`config.mk`:
```
export PLATFORM = sky130hd
export DESIGN_NAME = alu_arbiter
export DESIGN_NICKNAME = d
export VERILOG_FILES = /design/src/rtl/alu_arbiter.sv
export SDC_FILE = /design/constraint.sdc
export NUM_CORES = 1
export LEC_CHECK = 0
export CELL_PAD_IN_SITES_DETAIL_PLACEMENT = 0
export CELL_PAD_IN_SITES_GLOBAL_PLACEMENT = 1
export CORE_MARGIN = 4
export CORE_UTILIZATION = 27
export CTS_CLUSTER_DIAMETER = 50
export DETAILED_ROUTE_END_ITERATION = 16
export PLACE_DENSITY_LB_ADDON = 0.1
export SYNTH_ARGS = -nofsm -noshare
export SYNTH_HDL_FRONTEND = slang
export SYNTH_SLANG_ARGS = --single-unit
```
`constraint.sdc`:
```
create_clock -name clk -period 1.4 [get_ports clk]
set_input_delay 0.14 -clock clk [delete_from_list [all_inputs] [get_ports clk]]
set_output_delay 0.14 -clock clk [all_outputs]
set_load 0.01 [all_outputs]
```
`src/rtl/alu_arbiter.sv`:
```
// Round-robin arbiter sharing one combinational ALU between two requesters.
// Latches the winning operation, holds ALU inputs for the op's cycle count, then returns the result.
//
// state | meaning
// IDLE  | waiting for a request; ALU inputs driven to 0
// EXEC  | latched op on the ALU, counting down the multicycle hold
// RESP  | result held for the granted requester until it is consumed
module alu_arbiter #(
  parameter int MUL_CYCLES    = 4,
  parameter int ADDSUB_CYCLES = 1
) (
  input  logic        clk,
  input  logic        rst_n,
  input  logic        req0_valid,
  output logic        req0_ready,
  input  logic [6:0]  req0_opcode,
  input  logic [31:0] req0_a,
  input  logic [31:0] req0_b,
  output logic        resp0_valid,
  input  logic        resp0_ready,
  output logic [31:0] resp0_result,
  output logic        resp0_equal,
  output logic        resp0_illegal,
  input  logic        req1_valid,
  output logic        req1_ready,
  input  logic [6:0]  req1_opcode,
  input  logic [31:0] req1_a,
  input  logic [31:0] req1_b,
  output logic        resp1_valid,
  input  logic        resp1_ready,
  output logic [31:0] resp1_result,
  output logic        resp1_equal,
  output logic        resp1_illegal,
  output logic [6:0]  alu_opcode,
  output logic [31:0] alu_a,
  output logic [31:0] alu_b,
  input  logic [31:0] alu_result,
  input  logic        alu_equal,
  output logic        busy
);

  localparam logic [6:0] OP_ADD = 7'h01;
  localparam logic [6:0] OP_SUB = 7'h02;
  localparam logic [6:0] OP_MUL = 7'h03;

  localparam logic [3:0] MUL_CNT    = 4'(MUL_CYCLES);
  localparam logic [3:0] ADDSUB_CNT = 4'(ADDSUB_CYCLES);

  typedef enum logic [1:0] {
    IDLE = 2'd0,
    EXEC = 2'd1,
    RESP = 2'd2
  } state_t;

  state_t      state;
  state_t      state_nxt;

  logic        ptr;
  logic        grant_id;
  logic        win_valid;
  logic        win_id;
  logic        accept;
  logic        done;
  logic        resp_hs;

  logic [6:0]  sel_opcode;
  logic [31:0] sel_a;
  logic [31:0] sel_b;
  logic        sel_illegal;
  logic [3:0]  sel_count;

  logic [6:0]  op_q;
  logic [31:0] a_q;
  logic [31:0] b_q;
  logic        illegal_q;
  logic [3:0]  count;

  logic [31:0] cap_result;
  logic        cap_equal;

  // Winner selection: a lone valid wins outright, the pointer only breaks ties.
  always_comb begin
    win_valid = req0_valid | req1_valid;
    if (req0_valid && req1_valid) win_id = ptr;
    else                          win_id = req1_valid;

    sel_opcode = win_id ? req1_opcode : req0_opcode;
    sel_a      = win_id ? req1_a      : req0_a;
    sel_b      = win_id ? req1_b      : req0_b;

    case (sel_opcode)
      OP_MUL: begin
        sel_count   = MUL_CNT;
        sel_illegal = 1'b0;
      end
      OP_ADD, OP_SUB: begin
        sel_count   = ADDSUB_CNT;
        sel_illegal = 1'b0;
      end
      default: begin
        sel_count   = 4'd1;
        sel_illegal = 1'b1;
      end
    endcase
  end

  // rst_n gates the grant so ready stays low while reset is held.
  assign accept  = rst_n && (state == IDLE) && win_valid;
  assign done    = (state == EXEC) && (count == 4'd1);
  assign resp_hs = (state == RESP) && (grant_id ? resp1_ready : resp0_ready);

  always_ff @(posedge clk or negedge rst_n) begin
    if (!rst_n) state <= IDLE;
    else        state <= state_nxt;
  end

  always_comb begin
    state_nxt = state;
    case (state)
      IDLE:    if (accept)  state_nxt = EXEC;
      EXEC:    if (done)    state_nxt = RESP;
      RESP:    if (resp_hs) state_nxt = IDLE;
      default: state_nxt = IDLE;
    endcase
  end

  always_comb begin
    req0_ready  = 1'b0;
    req1_ready  = 1'b0;
    resp0_valid = 1'b0;
    resp1_valid = 1'b0;
    alu_opcode  = '0;
    alu_a       = '0;
    alu_b       = '0;
    busy        = 1'b0;
    case (state)
      IDLE: begin
        req0_ready = accept & ~win_id;
        req1_ready = accept & win_id;
      end
      EXEC: begin
        busy       = 1'b1;
        alu_opcode = op_q;
        alu_a      = a_q;
        alu_b      = b_q;
      end
      RESP: begin
        busy        = 1'b1;
        alu_opcode  = op_q;
        alu_a       = a_q;
        alu_b       = b_q;
        resp0_valid = ~grant_id;
        resp1_valid = grant_id;
      end
      default: ;
    endcase
  end

  always_ff @(posedge clk or negedge rst_n) begin
    if (!rst_n) begin
      ptr       <= 1'b0;
      grant_id  <= 1'b0;
      op_q      <= '0;
      a_q       <= '0;
      b_q       <= '0;
      illegal_q <= 1'b0;
      count     <= '0;
    end else begin
      if (accept) begin
        grant_id  <= win_id;
        op_q      <= sel_opcode;
        a_q       <= sel_a;
        b_q       <= sel_b;
        illegal_q <= sel_illegal;
        count     <= sel_count;
      end else if ((state == EXEC) && (count != 4'd0)) begin
        count <= count - 4'd1;
      end
      if (resp_hs) ptr <= ~grant_id;
    end
  end

  // An illegal opcode never trusts the ALU: result and equal are forced low.
  assign cap_result = illegal_q ? 32'd0 : alu_result;
  assign cap_equal  = ~illegal_q & alu_equal;

  always_ff @(posedge clk or negedge rst_n) begin
    if (!rst_n) begin
      resp0_result  <= '0;
      resp0_equal   <= 1'b0;
      resp0_illegal <= 1'b0;
      resp1_result  <= '0;
      resp1_equal   <= 1'b0;
      resp1_illegal <= 1'b0;
    end else if (done) begin
      if (grant_id) begin
        resp1_result  <= cap_result;
        resp1_equal   <= cap_equal;
        resp1_illegal <= illegal_q;
      end else begin
        resp0_result  <= cap_result;
        resp0_equal   <= cap_equal;
        resp0_illegal <= illegal_q;
      end
    end
  end

endmodule

```
==> metrics.md <==
| Metric | Value |
|---|---|
| Crit. End Element | `primary output` |
| Number of enable flip-flop cells after synthesis | `0` |
| Final setup violation count | `216` |
| Die Height | `169 µm` |
| Share of cells above drive strength 1 | `32.5%` |
| Register area share after synthesis | `53.2%` |
| Compound-cell area share of the yosys netlist | `12.0%` |
| Num CTS Buffers | `17` |
| Worst Skew | `0.00900 ns` |
| PD cells | `2110 nW/µm²` |
| Worst-path maximum fanout | `6` |
| CP Launch Type | `flip-flop` |
| Depth of the CTS H-tree | `4` |
| CP delay by family, top | `buffers and inverters` |
| Simple-gate share of the synthesized area | `18.6%` |
| Synthesized cell area | `6960 µm²` |
| Mux cell area share after synthesis | `10.8%` |
| Rows | `58` |
| Period minus WS final | `1.85 ns` |
| Total grt overflow | `0` |
| Worst setup margin | `-0.451 ns` |
| Yosys reg bits | `148` |
| DR pass1 iterations | `4` |
| Core ar. | `25300 µm²` |
| Largest family of logic cells by synthesized area | `simple AND/OR/NAND/NOR gates` |
| Failing checks | `setup timing` |
| Adder-cell share of the synthesized area | `1.08%` |
| Maxcap violations | `0` |
| Ys flop type | `dfrtp_1` |
| Initial antenna violation count | `0` |
| Vias per inst | `4.55` |
| Unrepaired setup endpoints after global routing | `true` |
| CP Buf/Inv Count | `4` |
| Clock Tree Root | `clkbuf_16` |
| Via count | `6634` |
| Iteration-0 DRC Markers | `239` |
| Syn-to-layout area delta | `92.1%` |
| Synth Instances | `705` |
| Outcome | `finished, violations left` |
| Area taken by flip-flops and latches | `3700 µm²` |
| Vias in the first global route | `7091` |
| Reg2Reg Depth | `7` |
| TritonCTS clock tree | `built` |
| Async S/R FF share, synth | `100%` |
| GR Layer Usage met3 | `5.42%` |
| Starting density of the core | `27.5%` |
| Area of the multi-input gates | `3590 µm²` |
| Fmax | `540 MHz` |
| Worst relative slew slack | `49.7%` |
| Worst hold path class | `primary input to flip-flop` |
| Netlist cell types | `36` |
| Hold path depth | `3` |
| Leakage power | `6.22 nW` |
| Skew-Pair Late Insertion Delay | `0.42 ns` |
| Reg clk slew, reported paths | `0.07 ns` |
| Nets@finish | `1303` |
| Critical-path top delay cell | `dfrtp_1` |
| # diodes | `0` |
| Peak VDD IR | `0.938 mV` |
| Critical Path RT | `1.26 ns` |
| Met1 GRT Util | `22.6%` |
| # DRC | `0` |
| Post-synthesis xor/xnor area fraction | `0.126%` |
| Sink Count | `148` |
| Pin count of the biggest net entering global routing | `138` |
| CP Cell Sequence | `inv_2, ha_4, buf_12, clkbuf_16, and2_4, buf_6` |
| Global-route wire length before repair | `41.3 mm` |
| Reg2reg setup slack | `-0.33 ns` |
| Max Root-Sink Buffers | `2` |
| Post-Place Setup Slack | `-0.402 ns` |
| Mapped Avg Cell Area | `9.87 µm²` |
| Final wirelength | `27.7 mm` |
| Critical path depth in cells | `6` |
| Most common cell after layout, fill and taps aside | `clkdlybuf4s50_1` |
| Hold Violations, Final | `0` |
| Fin. max-slew vios | `0` |
| # fillers | `2356` |
| Most frequent cells in the layout | `179 x clkdlybuf4s50_1, 148 x dfrtp_1, 114 x nand2_1, 99 x o21ai_1, 68 x dlygate4sd2_1` |
| Port Buffers | `324` |
| GR peak layer | `met2` |
| Max incr delay on CP | `0.38 ns` |
| WL per Instance | `19.0 µm` |
| Die X | `169 µm` |
| Worst setup path class | `flip-flop to primary output` |
| Syn_nets | `892` |
| Met2 usage | `32.3%` |
| GP Congestion | `0.718` |
| Part of the cycle the worst path needs | `132%` |
| Total track usage | `18.6%` |
| Crit path DAT | `1.71 ns` |
| Worst-Margin Slew | `0.754 ns` |
| Post-DRT Antenna Nets | `0` |
| DP HPWL | `16.4 mm` |
| Die ar. | `28400 µm²` |
| Ys Warns | `0` |
| Finished Cell Area | `13400 µm²` |
| IO Count | `325` |
| Post-layout power | `28.2 mW` |
| Placement-stage cell area | `10900 µm²` |
final timing paths:
kind                                  from          endpoint
min in group asynchronous            rst_n            a_q[5]
setup reg to reg                  state[1]     resp0_illegal
hold / removal              alu_result[12]  resp0_result[12]
hold reg to reg            resp1_result[8]   resp1_result[8]
setup / recovery                  state[1]          alu_b[2]
max in group asynchronous            rst_n           b_q[17]
where the power goes:
group	switching, mW	internal, mW
clock	2.06	2.69
sequential	1.21	6.28
combinational	6.94	9.04
registers in the layout, indices dropped and copies added (netlist names):
register / flops
b_q: 32
resp1_equal: 1
resp1_illegal: 1
state: 2
a_q: 32
resp0_illegal: 1
illegal_q: 1
resp0_equal: 1
grant_id: 1
count: 4
resp0_result: 32
ptr: 1
resp1_result: 32
op_q: 7
timing repair:
action                                  4_1_cts  5_1_grt
resized for setup                           406      298
gates cloned                                 28        9
pin swaps                                     9       31
setup buffers                                33       12
hold endpoints to repair                    148        0
endpoints found under the setup margin      288      222
hold buffers                                  1        0
synth_stat cells, types with 2 or more instances:
cell type    n  area, µm²
nand2b_1    34        213
ha_1         6       75.1
clkbuf_1    24       90.1
a21oi_1      4       20.0
o21ai_1     93        465
dfrtp_1    148       3700
buf_6        7       78.8
o2111ai_1    2       17.5
inv_1        5       18.8
buf_2        9       45.0
nor3_1       3       15.0
o21ai_0     48        240
nand4_1      3       18.8
and2_1      72        450
mux2i_1     72        721
nand2_1    142        533
a21boi_1     2       15.0
mux2_1       3       33.8
buf_4        7       52.6
nor2_1       5       18.8
tightest hold or removal path, stage by stage:
cell,delay [ns]
clkdlybuf4s50_1,0.40
nand2b_1,0.09
o21ai_1,0.06
layout make-up:
type	instances	share of cell area [%]
timing repair buffer	439	37.7
tap	330	3.09
clock buffer	18	3.21
multi-input combinational	505	26.9
clock inverter	14	1.24
inverter	5	0.140
sequential	148	27.7
through the flow:
stage / util [%] / setup TNS, ns / hold WS [ns] / std cells
2_1_floorplan: - / -0.795 / -0.156 / 705
3_3_place_gp: 43.3 / -52.93 / 0.150 / 1361
5_1_grt: 52.9 / -64.30 / 0.306 / 1459
3_5_place_dp: 43.3 / -59.10 / 0.144 / 1361
4_1_cts: 51.2 / -61.55 / 0.292 / 1452
6_report: 52.9 / -49.29 / 0.302 / 1459
cell families after synthesis:
group           after synthesis
compound gates              158
mux                          75
xor+xnor                      1
fa+ha+maj                     6
buf+inv                      52
simple gates                265
flops                       148
metal layers:
layer | routed length [µm] | vias to the layer above | part of all wire [%]
met2 | 13800 | 224 | 50
met4 | 485 | 0 | 1.8
li1 | - | 3211 | -
met5 | 0 | - | 0
met1 | 11400 | 3172 | 41
met3 | 2100 | 27 | 7.6
No activity file was read; power rests on OpenSTA's default activity.
